$ cat config.mk
export PLATFORM = sky130hd
export DESIGN_NAME = motoro3_pwm_multi_flat
export DESIGN_NICKNAME = d
export VERILOG_FILES = /design/src/rtl/motoro3_pwm_multi_pkg.sv /design/src/rtl/motoro3_pwm_multi_if.sv /design/src/rtl/motoro3_pwm_chan.sv /design/src/rtl/motoro3_pwm_multi.sv /design/src/flat_wrapper.sv
export SDC_FILE = /design/constraint.sdc
export NUM_CORES = 1
export LEC_CHECK = 0
export CAP_MARGIN = 20
export CORE_ASPECT_RATIO = 0.8
export CORE_MARGIN = 8
export CORE_UTILIZATION = 29
export DETAILED_ROUTE_END_ITERATION = 8
export MAX_ROUTING_LAYER = met4
export PLACE_DENSITY = 0.42
export SETUP_SLACK_MARGIN = 0.3
export SYNTH_ARGS = -nofsm -noshare
export SYNTH_HDL_FRONTEND = slang
export SYNTH_HIERARCHICAL = 1
export SYNTH_SLANG_ARGS = --single-unit
$ cat constraint.sdc
create_clock -name clk -period 6.7 [get_ports clk]
set_input_delay 0.67 -clock clk [delete_from_list [all_inputs] [get_ports clk]]
set_output_delay 0.67 -clock clk [all_outputs]
set_load 0.005 [all_outputs]
$ cat src/rtl/motoro3_pwm_multi_pkg.sv
// Shared types and defaults for the multi-channel carrier PWM.
`timescale 1ns/1ps
package motoro3_pwm_pkg;

  localparam int unsigned CH_DEF     = 3;
  localparam int unsigned CNT_W_DEF  = 12;
  localparam int unsigned DEAD_W_DEF = 6;

  typedef enum logic [0:0] {
    ST_IDLE,
    ST_RUN
  } state_e;

  function automatic int unsigned min(input int unsigned a, input int unsigned b);
    return (a < b) ? a : b;
  endfunction

endpackage

$ cat src/rtl/motoro3_pwm_multi_if.sv
// Sequencer-facing and driver-facing signals of the multi-channel PWM.
`timescale 1ns/1ps
interface motoro3_pwm_multi_if #(
  parameter int unsigned CH     = 3,
  parameter int unsigned CNT_W  = 12,
  parameter int unsigned DEAD_W = 6
);
  logic                  enable;
  logic [CNT_W-1:0]      periodLen;
  logic [CH*CNT_W-1:0]   dutyWant;
  logic [CNT_W-1:0]      minPulse;
  logic                  stepLast1;
  logic [DEAD_W-1:0]     deadLen;
  logic [CH-1:0]         pwm;
  logic [CH-1:0]         pwmN;
  logic                  periodStart;

  modport master (
    output enable, periodLen, dutyWant, minPulse, stepLast1, deadLen,
    input  pwm, pwmN, periodStart
  );

  modport slave (
    input  enable, periodLen, dutyWant, minPulse, stepLast1, deadLen,
    output pwm, pwmN, periodStart
  );
endinterface

$ cat src/rtl/motoro3_pwm_chan.sv
// One PWM channel: carry of suppressed pulses, on-time compare, optional dead time.
// Dead-time insertion is built only with MOTORO3_PWM_DEADTIME_EN defined.
`timescale 1ns/1ps
module motoro3_pwm_chan import motoro3_pwm_pkg::*; #(
  parameter int unsigned CNT_W  = CNT_W_DEF,
  parameter int unsigned DEAD_W = DEAD_W_DEF
) (
  input  logic              clk,
  input  logic              rst,
  input  logic              pe_i,
  input  logic              step_i,
  input  logic              run_d_i,
  input  logic [CNT_W-1:0]  pcnt_d_i,
  input  logic [CNT_W-1:0]  period_len_i,
  input  logic [CNT_W-1:0]  duty_i,
  input  logic [CNT_W-1:0]  min_pulse_i,
  input  logic [DEAD_W-1:0] dead_len_i,
  output logic              pwm_o,
  output logic              pwmn_o
);

  logic [CNT_W-1:0] on_q, on_d, carry_q, carry_d, carry_in;
  logic [CNT_W:0]   sum;
  logic             raw_d, pwm_d, pwm_q, pwmn_d, pwmn_q;

  always_comb begin
    carry_in = step_i ? '0 : carry_q;
    sum      = {1'b0, carry_in} + {1'b0, duty_i};
    on_d     = on_q;
    carry_d  = carry_q;
    if (!run_d_i) begin
      on_d    = '0;
      carry_d = '0;
    end else if (pe_i) begin
      if (sum < {1'b0, min_pulse_i}) begin
        on_d    = '0;
        carry_d = step_i ? '0 : sum[CNT_W-1:0];
      end else begin
        on_d    = CNT_W'(min(32'(sum), 32'(period_len_i)));
        carry_d = '0;
      end
    end
    // Outputs are registered, so decode against next-cycle counter and on-time.
    raw_d = run_d_i & (pcnt_d_i < on_d);
  end

`ifdef MOTORO3_PWM_DEADTIME_EN
  logic              raw_q, rawn_q, rawn_d;
  logic [DEAD_W-1:0] hcnt_q, hcnt_d, lcnt_q, lcnt_d;

  // hcnt/lcnt count how many earlier consecutive cycles the level has already held.
  always_comb begin
    rawn_d = run_d_i & ~raw_d;
    hcnt_d = raw_q  ? ((hcnt_q == '1) ? hcnt_q : hcnt_q + 1'b1) : '0;
    lcnt_d = rawn_q ? ((lcnt_q == '1) ? lcnt_q : lcnt_q + 1'b1) : '0;
    pwm_d  = raw_d  & (hcnt_d >= dead_len_i);
    pwmn_d = rawn_d & (lcnt_d >= dead_len_i);
  end

  always_ff @(posedge clk or posedge rst) begin
    if (rst) begin
      raw_q  <= 1'b0;
      rawn_q <= 1'b0;
      hcnt_q <= '0;
      lcnt_q <= '0;
    end else begin
      raw_q  <= raw_d;
      rawn_q <= rawn_d;
      hcnt_q <= hcnt_d;
      lcnt_q <= lcnt_d;
    end
  end
`else
  logic unused_dead;

  always_comb begin
    unused_dead = ^dead_len_i;
    pwm_d       = raw_d;
    pwmn_d      = 1'b0;
  end
`endif

  always_ff @(posedge clk or posedge rst) begin
    if (rst) begin
      on_q    <= '0;
      carry_q <= '0;
      pwm_q   <= 1'b0;
      pwmn_q  <= 1'b0;
    end else begin
      on_q    <= on_d;
      carry_q <= carry_d;
      pwm_q   <= pwm_d;
      pwmn_q  <= pwmn_d;
    end
  end

  assign pwm_o  = pwm_q;
  assign pwmn_o = pwmn_q;

endmodule

$ cat src/rtl/motoro3_pwm_multi.sv
// Multi-channel carrier PWM top: run FSM, carrier counter, period-end decode.
// Optional dead time (inside each channel) is enabled by MOTORO3_PWM_DEADTIME_EN.
`timescale 1ns/1ps
module motoro3_pwm_multi import motoro3_pwm_pkg::*; #(
  parameter int unsigned CH     = CH_DEF,
  parameter int unsigned CNT_W  = CNT_W_DEF,
  parameter int unsigned DEAD_W = DEAD_W_DEF
) (
  input logic                clk,
  input logic                rst,
  motoro3_pwm_multi_if.slave bus
);

  state_e           st_q, st_d;
  logic [CNT_W-1:0] pcnt_q, pcnt_d, plen_q, plen_d;
  logic             period_start_q, period_start_d;
  logic             go, step, pe;
  logic [CH-1:0]    pwm, pwmn;

  always_comb begin
    go   = bus.enable & (bus.periodLen != '0);
    step = (st_q == ST_RUN) & bus.stepLast1;
    // An abort (go low) overrides any period end in the same cycle.
    pe   = go & ((st_q == ST_IDLE) | (pcnt_q == plen_q - 1'b1) | bus.stepLast1);
    st_d = st_q;
    unique case (st_q)
      ST_IDLE: if (go)  st_d = ST_RUN;
      ST_RUN:  if (!go) st_d = ST_IDLE;
      default: st_d = ST_IDLE;
    endcase
    pcnt_d         = (pe | ~go) ? '0 : pcnt_q + 1'b1;
    plen_d         = pe ? bus.periodLen : (go ? plen_q : '0);
    period_start_d = pe;
  end

  always_ff @(posedge clk or posedge rst) begin
    if (rst) begin
      st_q           <= ST_IDLE;
      pcnt_q         <= '0;
      plen_q         <= '0;
      period_start_q <= 1'b0;
    end else begin
      st_q           <= st_d;
      pcnt_q         <= pcnt_d;
      plen_q         <= plen_d;
      period_start_q <= period_start_d;
    end
  end

  for (genvar i = 0; i < CH; i++) begin : g_chan
    motoro3_pwm_chan #(
      .CNT_W  (CNT_W),
      .DEAD_W (DEAD_W)
    ) u_chan (
      .clk          (clk),
      .rst          (rst),
      .pe_i         (pe),
      .step_i       (step),
      .run_d_i      (go),
      .pcnt_d_i     (pcnt_d),
      .period_len_i (bus.periodLen),
      .duty_i       (bus.dutyWant[i*CNT_W +: CNT_W]),
      .min_pulse_i  (bus.minPulse),
      .dead_len_i   (bus.deadLen),
      .pwm_o        (pwm[i]),
      .pwmn_o       (pwmn[i])
    );
  end

  always_comb begin
    bus.pwm         = pwm;
    bus.pwmN        = pwmn;
    bus.periodStart = period_start_q;
  end

endmodule

$ cat src/flat_wrapper.sv
// flat-port wrapper written by rule: the top's interface ports become plain ports
module motoro3_pwm_multi_flat import motoro3_pwm_pkg::*;
#(
  parameter int unsigned CH     = CH_DEF,
  parameter int unsigned CNT_W  = CNT_W_DEF,
  parameter int unsigned DEAD_W = DEAD_W_DEF
)
  (clk, rst, bus_enable, bus_periodLen, bus_dutyWant, bus_minPulse, bus_stepLast1, bus_deadLen, bus_pwm, bus_pwmN, bus_periodStart);
  motoro3_pwm_multi_if #(.CH(CH), .CNT_W(CNT_W), .DEAD_W(DEAD_W)) bus_i ();
  input logic clk;
  input logic rst;
  input wire logic [$bits(bus_i.enable)-1:0] bus_enable;
  input wire logic [$bits(bus_i.periodLen)-1:0] bus_periodLen;
  input wire logic [$bits(bus_i.dutyWant)-1:0] bus_dutyWant;
  input wire logic [$bits(bus_i.minPulse)-1:0] bus_minPulse;
  input wire logic [$bits(bus_i.stepLast1)-1:0] bus_stepLast1;
  input wire logic [$bits(bus_i.deadLen)-1:0] bus_deadLen;
  output wire logic [$bits(bus_i.pwm)-1:0] bus_pwm;
  output wire logic [$bits(bus_i.pwmN)-1:0] bus_pwmN;
  output wire logic [$bits(bus_i.periodStart)-1:0] bus_periodStart;
  assign bus_i.enable = bus_enable;
  assign bus_i.periodLen = bus_periodLen;
  assign bus_i.dutyWant = bus_dutyWant;
  assign bus_i.minPulse = bus_minPulse;
  assign bus_i.stepLast1 = bus_stepLast1;
  assign bus_i.deadLen = bus_deadLen;
  assign bus_pwm = bus_i.pwm;
  assign bus_pwmN = bus_i.pwmN;
  assign bus_periodStart = bus_i.periodStart;
  motoro3_pwm_multi #(.CH(CH), .CNT_W(CNT_W), .DEAD_W(DEAD_W)) u_core (.clk(clk), .rst(rst), .bus(bus_i));
endmodule
-- After elaboration in Yosys (flattened, before gate mapping)
Index checks and enable logic that the tools add are counted.
Widths: inputs -> output; s select.
- bits in registers: 101
- output and inout port bits: 7
- input port bits: 70
- word-level logic and storage cells: 72
- reductions and logical operators: 1
- muxes and demuxes: 31
- bitwise gates (word level): 11
- $add $sub $neg: 5
- eq/ne operators: 2
- magnitude comparators: 9
- operators with widths (kind ; number):
    $mux 12 ; 30
    $lt 13x12->1 ; 6
    $add 12x12->13 ; 3
    $lt 12x12->1 ; 3
    $add 12x1->12 const B ; 1
    $eq 12x12->1 ; 1
    $reduce_bool 12->1 ; 1
    $sub 12x1->12 const B ; 1
    $and 1x1->1 ; 6
    $or 1x1->1 ; 3
    $ne 2x1->1 const B ; 1
    $not 1->1 ; 2
    $mux 1 ; 1

-- Depth between registers and ports, before layout
- word-level depth: 10
- depth in mapped cells: 26
- mapped depth without buffers: 24

-- By module
Netlist, hierarchy kept.
- modules (own cells, without submodules) (module ; area an instance (sq um) ; times used ; cells an instance ; sequential area each (sq um)):
    motoro3_pwm_chan (u_core.g_chan[1].u_chan ...) ; 2577.5 ; 2 ; 291 ; 625.6
    motoro3_pwm_chan (u_core.g_chan[0].u_chan) ; 2576.2 ; 1 ; 287 ; 625.6
    motoro3_pwm_multi ; 1826.8 ; 1 ; 200 ; 650.6

-- Least setup slack after synthesis
No wires, ideal clock.
- path kind: input-to-reg
- start point: input bus_stepLast1
- end point: register u_core.g_chan[0].u_chan.pwm_q
- library setup time: 0.081 ns
- path slack: 0.523 ns
- stages on the path: 25
- path buffers: 2
- arrival: 6.097 ns
- data required time: 6.619 ns
- cells stage by stage: and2_1 clkbuf_1 nor2b_1 fa_1 a21oi_1 o2111ai_4 a21o_1 a21o_1 xor2_1 ha_1 nand2_1 nor2_1 a211oi_1 o21ai_0 a2111oi_4 buf_6 mux2i_1 o21a_1 ha_1 a21o_1 a21o_1 a21oi_1 o2111ai_1 or4b_1 o22ai_2
- word-level cells in the longest chain between the ends: 10
- elaborated cells between the ends (all ways): 15
- those cells by class: add/sub (1); order compare (3); mux (6); bitwise (5)
- RTL lines (element ; line ; RTL):
    start: declaration ; flat_wrapper.sv:16 ; input wire logic [$bits(bus_i.stepLast1)-1:0] bus_stepLast1;
    $and 1x1->1 ; motoro3_pwm_multi.sv:22 ; step = (st_q == ST_RUN) & bus.stepLast1;
    $mux 12 ; motoro3_pwm_chan.sv:27 ; carry_in = step_i ? '0 : carry_q;
    $add 12x12->13 ; motoro3_pwm_chan.sv:28 ; sum = {1'b0, carry_in} + {1'b0, duty_i};
    $lt 13x12->1 ; motoro3_pwm_multi_pkg.sv:15 ; return (a < b) ? a : b;
    $mux 12 ; motoro3_pwm_multi_pkg.sv:15 ;
    $mux 12 ; motoro3_pwm_chan.sv:35 ; if (sum < {1'b0, min_pulse_i}) begin
    $mux 12 ; motoro3_pwm_chan.sv:34 ; end else if (pe_i) begin
    $mux 12 ; motoro3_pwm_chan.sv:31 ; if (!run_d_i) begin
    $lt 12x12->1 (*) ; motoro3_pwm_chan.sv:44 ; raw_d = run_d_i & (pcnt_d_i < on_d);
    $and 1x1->1 (*) ; motoro3_pwm_chan.sv:44 ;
    named net u_core.g_chan[0].u_chan.pwm_d ; motoro3_pwm_chan.sv:24 ; logic raw_d, pwm_d, pwm_q, pwmn_d, pwmn_q;
    end signal: assignment ; motoro3_pwm_chan.sv:92 ; pwm_q <= pwm_d;
    end: declaration ; motoro3_pwm_chan.sv:24 ;
Mark *: on every way through the listed nets, which the timed path passes. The rest lies on a longest branch.
A chain may end at the register's enable or synchronous reset.

-- Final worst setup path
- start point: input bus_stepLast1
- end point: register u_core.g_chan[1].u_chan.pwm_q
- word-level cells in the longest chain between the ends: 10
- elaborated cells between the ends (all ways): 15
- those cells by class: add/sub (1); order compare (3); mux (6); bitwise (5)
- RTL lines (element ; line ; RTL):
    $and 1x1->1 (*) ; motoro3_pwm_multi.sv:22 ;
    named net u_core.step ; motoro3_pwm_multi.sv:17 ; logic go, step, pe;
    $mux 12 (*) ; motoro3_pwm_chan.sv:27 ;
    $add 12x12->13 (*) ; motoro3_pwm_chan.sv:28 ;
    $lt 13x12->1 ; motoro3_pwm_multi_pkg.sv:15 ;
    $mux 12 ; motoro3_pwm_multi_pkg.sv:15 ;
    $mux 12 (*) ; motoro3_pwm_chan.sv:35 ;
    $mux 12 (*) ; motoro3_pwm_chan.sv:34 ;
    $mux 12 (*) ; motoro3_pwm_chan.sv:31 ;
    $lt 12x12->1 (*) ; motoro3_pwm_chan.sv:44 ;
    $and 1x1->1 (*) ; motoro3_pwm_chan.sv:44 ;
    named net u_core.g_chan[1].u_chan.pwm_d ; motoro3_pwm_chan.sv:24 ;
    end signal: assignment ; motoro3_pwm_chan.sv:92 ;
    end: declaration ; motoro3_pwm_chan.sv:24 ;
Marked as above.

==> summary.md <==
| Metric | Value |
|---|---|
| # setup viols final | 0 |
| Max Slew Vio Count | 0 |
| Syn_area_per_cell | 8.94 sq um |
| Final min period | 6.04 ns |
| Worst path most repeated cell | ha_1 |
| CP Capture Type | flop |
| Synth-to-Final Area Change | 19.7% |
| Critical path type | in2reg |
| Clock sink count | 101 |
| CP arrival | 6.30 ns |
| Pint | 0.00126 W |
| Fill count | 3379 |
| Combinational group share of total power | 39.4% |
| H-tree depth | 3 |
| EDFF count, synth | 0 |
| Tot GR Track Use | 16.6% |
| Pre-CTS WS | 0.146 ns |
| Proportion of layout cells with a drive suffix above 1 | 10.1% |
| Net Switching | 0.000748 W |
| Met2 Use GR | 23.5% |
| Core area | 32500 sq um |
| TritonCTS clock tree | built |
| VDD IR max | 0.107 mV |
| Placed Cells | 1577 |
| Post-route ant nets | 0 |
| Post-synth top cells | 137 x ha_1, 101 x dfrtp_1, 95 x inv_1, 72 x nand2_1, 50 x a21oi_1 |
| Worst-path fanout max | 19 |
| Synth top area cells | dfrtp_1 26%, ha_1 18%, inv_1 3.7%, mux2i_1 3.6%, a22o_1 3.3% |
| Clk network pwr share | 27.0% |
| Cell taking the most area after synthesis | dfrtp_1 |
| Seq pwr share | 33.6% |
| Num rows | 59 |
| Max Buffers Root-to-Sink | 2 |
| Layout net count | 1372 |
| Post-CTS Hold Fix Bufs | 0 |
| Mapped Area | 9560 sq um |
| Worst Tran Pin Value | 1.13 ns |
| GP Congestion | 0.824 |
| Clock Skew | 0.0152 ns |
| Final worst slack | 0.660 ns |
| Synth Register Bits | 101 |
| Busiest grt layer | met1 |
| Relative slew margins | 24.3% |
| Critical Path, Cell by Cell | clkdlybuf4s50_1 > and2_2 > buf_12 > nor2b_1 > ha_1 > fa_1 > a211o_1 > a211o_1 > a31oi_2 > xnor2_2 > ha_1 > and3_1 > nand2_1 > o21ai_0 > a21o_1 > o21bai_4 > o31a_1 > ha_1 > or4b_2 > nor2_1 > o211ai_1 > nand2_1 > nand3b_1 > o31ai_1 |
| Largest delay share family, worst path | compound AO/OA/AOI/OAI gates |
| Hold Fails Final Rpt | 0 |
| Multi-input gate area | 6550 sq um |
| # IOs | 77 |
| Most frequent cell after synthesis | ha_1 |
| DRT Pass-1 Iters | 5 |
| Number of global-route vias before repair | 8127 |
| Switch share | 37.2% |
| CTS Buf Count | 9 |
| Crit-path max cell delay | 0.66 ns |
| Worst path required time | 6.96 ns |
| Met1 usage | 24.5% |
| Asr flop ratio synth | 100% |
| Full die area | 39100 sq um |
| Setup TNS | 0 ns |
| Unrepaired setup endpoints after global routing | yes |
| Initial DRC Count | 495 |
| Wirelength per Cell | 19.5 um |
| Pin count of the biggest net entering global routing | 46 |
| Syn Nets | 1279 |
| Top_reg_cell synth | dfrtp_1 |
| Pleak | 5.43 nW |
| Fin cells | 1594 |
| MaxCap Viol Count | 0 |
| Vias post-DR | 8297 |
| CP max-delay cell | or4b_2 |
| Die width | 219 um |
| DR vias/cell | 5.21 |
| Buffers and inverters on the worst path | 2 |
| Status | complete, no violations |
| FF+latch area | 2530 sq um |
| CP Launch Type | primary input |
| Fmax | 166 MHz |
| Final period utilization | 90.2% |
| Clock root buffer | clkbuf_16 |
| Die Y | 178 um |
| Clock latency on the worst-skew pair | 0.37 ns |
| # DRC | 0 |
| Post-DP HPWL | 23900 um |
| Global-route wire length before repair | 48700 um |
| Synth cell types | 71 |
| Hold WC Path Type | reg2reg |
| Initial Utilization | 29.4% |
| # diodes | 0 |
| Total Routed Length | 31100 um |
| PwrDens | 176 nW/um^2 |
| GRT overflow | 0 |
| Gate Count Post-Synth | 1069 |
| Port bufs | 67 |
| Met3 usage | 2.76% |
| Clock Pin Slew Worst Setup and Hold Paths | 0.08 ns |
| Post-synth top area share | 26.4% |
| Initial antenna violation count | 0 |
| Synthesis Warnings | 6 |
| Post-synthesis sequential area ratio | 26.4% |
## metal layers
metal | vias up | routed length (um)
li1 | 4116 | -
met1 | 3986 | 16300
met2 | 176 | 13000
met3 | 19 | 1480
met4 | 0 | 308
met5 | - | 0
## path summary, 6_finish.rpt
check                                                   end  cells past startpoint  slack [ns]                             from
max                           u_core/g_chan[1].u_chan/pwm_o                     24        0.66                    bus_stepLast1
min                         u_core/g_chan[1].u_chan/on_q[8]                      2        0.48  u_core/g_chan[1].u_chan/on_q[8]
max reg2reg                   u_core/g_chan[1].u_chan/pwm_o                     23        1.10                      u_core/st_q
min reg2reg                 u_core/g_chan[1].u_chan/on_q[8]                      2        0.48  u_core/g_chan[1].u_chan/on_q[8]
max in group asynchronous  u_core/g_chan[2].u_chan/on_q[10]                      3        5.30                              rst
min in group asynchronous                  u_core/pcnt_q[7]                      2        0.82                              rst
## cell usage in the layout (no fill, tap or decap), drive strengths merged, types with 30 or more instances in the layout
cell type      instances
a21oi                 52
a22o                  36
buf                   59
clkdlybuf4s50         67
dfrtp                101
ha                   137
inv                  101
mux2i                 34
nand2                 72
nand3                 30
nor2                  30
nor2b                 47
o21a                  39
o21ai                 57
xnor2                 34
## what timing repair did
action	in CTS	in global routing
setup endpoints to repair	0	3
buffers inserted	0	1
gates resized for setup	0	12
## state kept, by name, indices dropped and copies added, names as in the netlist
name / flops
u_core/g_chan.u_chan/carry_q: 36
u_core/g_chan.u_chan/on_q: 36
u_core/pcnt_q: 12
u_core/plen_q: 12
u_core/g_chan.u_chan/pwm_o: 3
u_core/bus.periodStart: 1
u_core/st_q: 1
## worst reg2reg max path, cell delays in order (launching register included)
cell	delay, ns
dfrtp_1	0.35
and2_2	0.20
buf_12	0.18
nor2b_1	0.09
ha_1	0.23
fa_1	0.43
a211o_1	0.32
a211o_1	0.36
a31oi_2	0.25
xnor2_2	0.14
ha_1	0.31
and3_1	0.20
nand2_1	0.06
o21ai_0	0.21
a21o_1	0.21
o21bai_4	0.11
o31a_1	0.35
ha_1	0.20
or4b_2	0.66
nor2_1	0.11
o211ai_1	0.09
nand2_1	0.09
nand3b_1	0.08
o31ai_1	0.26
## final cells by class
type,count,share of cell area [%]
well taps,427,4.67
repair buffers,126,10.3
clock buffers,9,1.97
inverters,97,3.18
multi-input cells,827,57.2
clock inverters,7,0.558
flip-flops and latches,101,22.1
## power groups by stage
stage | Sequential (W) | Combinational, W | Clock [W]
2_1_floorplan | 0.000680 | 0.000510 | 0
3_3_place_gp | 0.000688 | 0.000778 | 0
3_5_place_dp | 0.000688 | 0.000783 | 0
4_1_cts | 0.000677 | 0.000788 | 0.000565
5_1_grt | 0.000682 | 0.000886 | 0.000588
6_report | 0.000677 | 0.000793 | 0.000543
## cells by family (layout without fill, tap and decap cells)
kind of cell	count (synthesis)	after routing	share of synthesized area, %
other	3	3	0.118
adder cells (fa/ha/maj)	140	140	18.6
buffers and inverters	141	239	6.07
multiplexers	34	34	3.56
flip-flops	101	101	26.4
AND/OR/NAND/NOR	294	294	17.2
XOR/XNOR	53	53	4.86
AO/OA/AOI/OAI	303	303	23.2
## through the flow
step	util, %	instance area (sq um)	hold WS (ns)	power (W)
detailed placement	34.1	11100	0.465	0.00147
global placement	33.9	11000	0.455	0.00147
global route	35.2	11400	0.496	0.00216
floorplan	-	9560	0.439	0.00119
finish	35.2	11400	0.479	0.00201
CTS	35.0	11400	0.483	0.00203
Power figures use the tool's default switching activity.
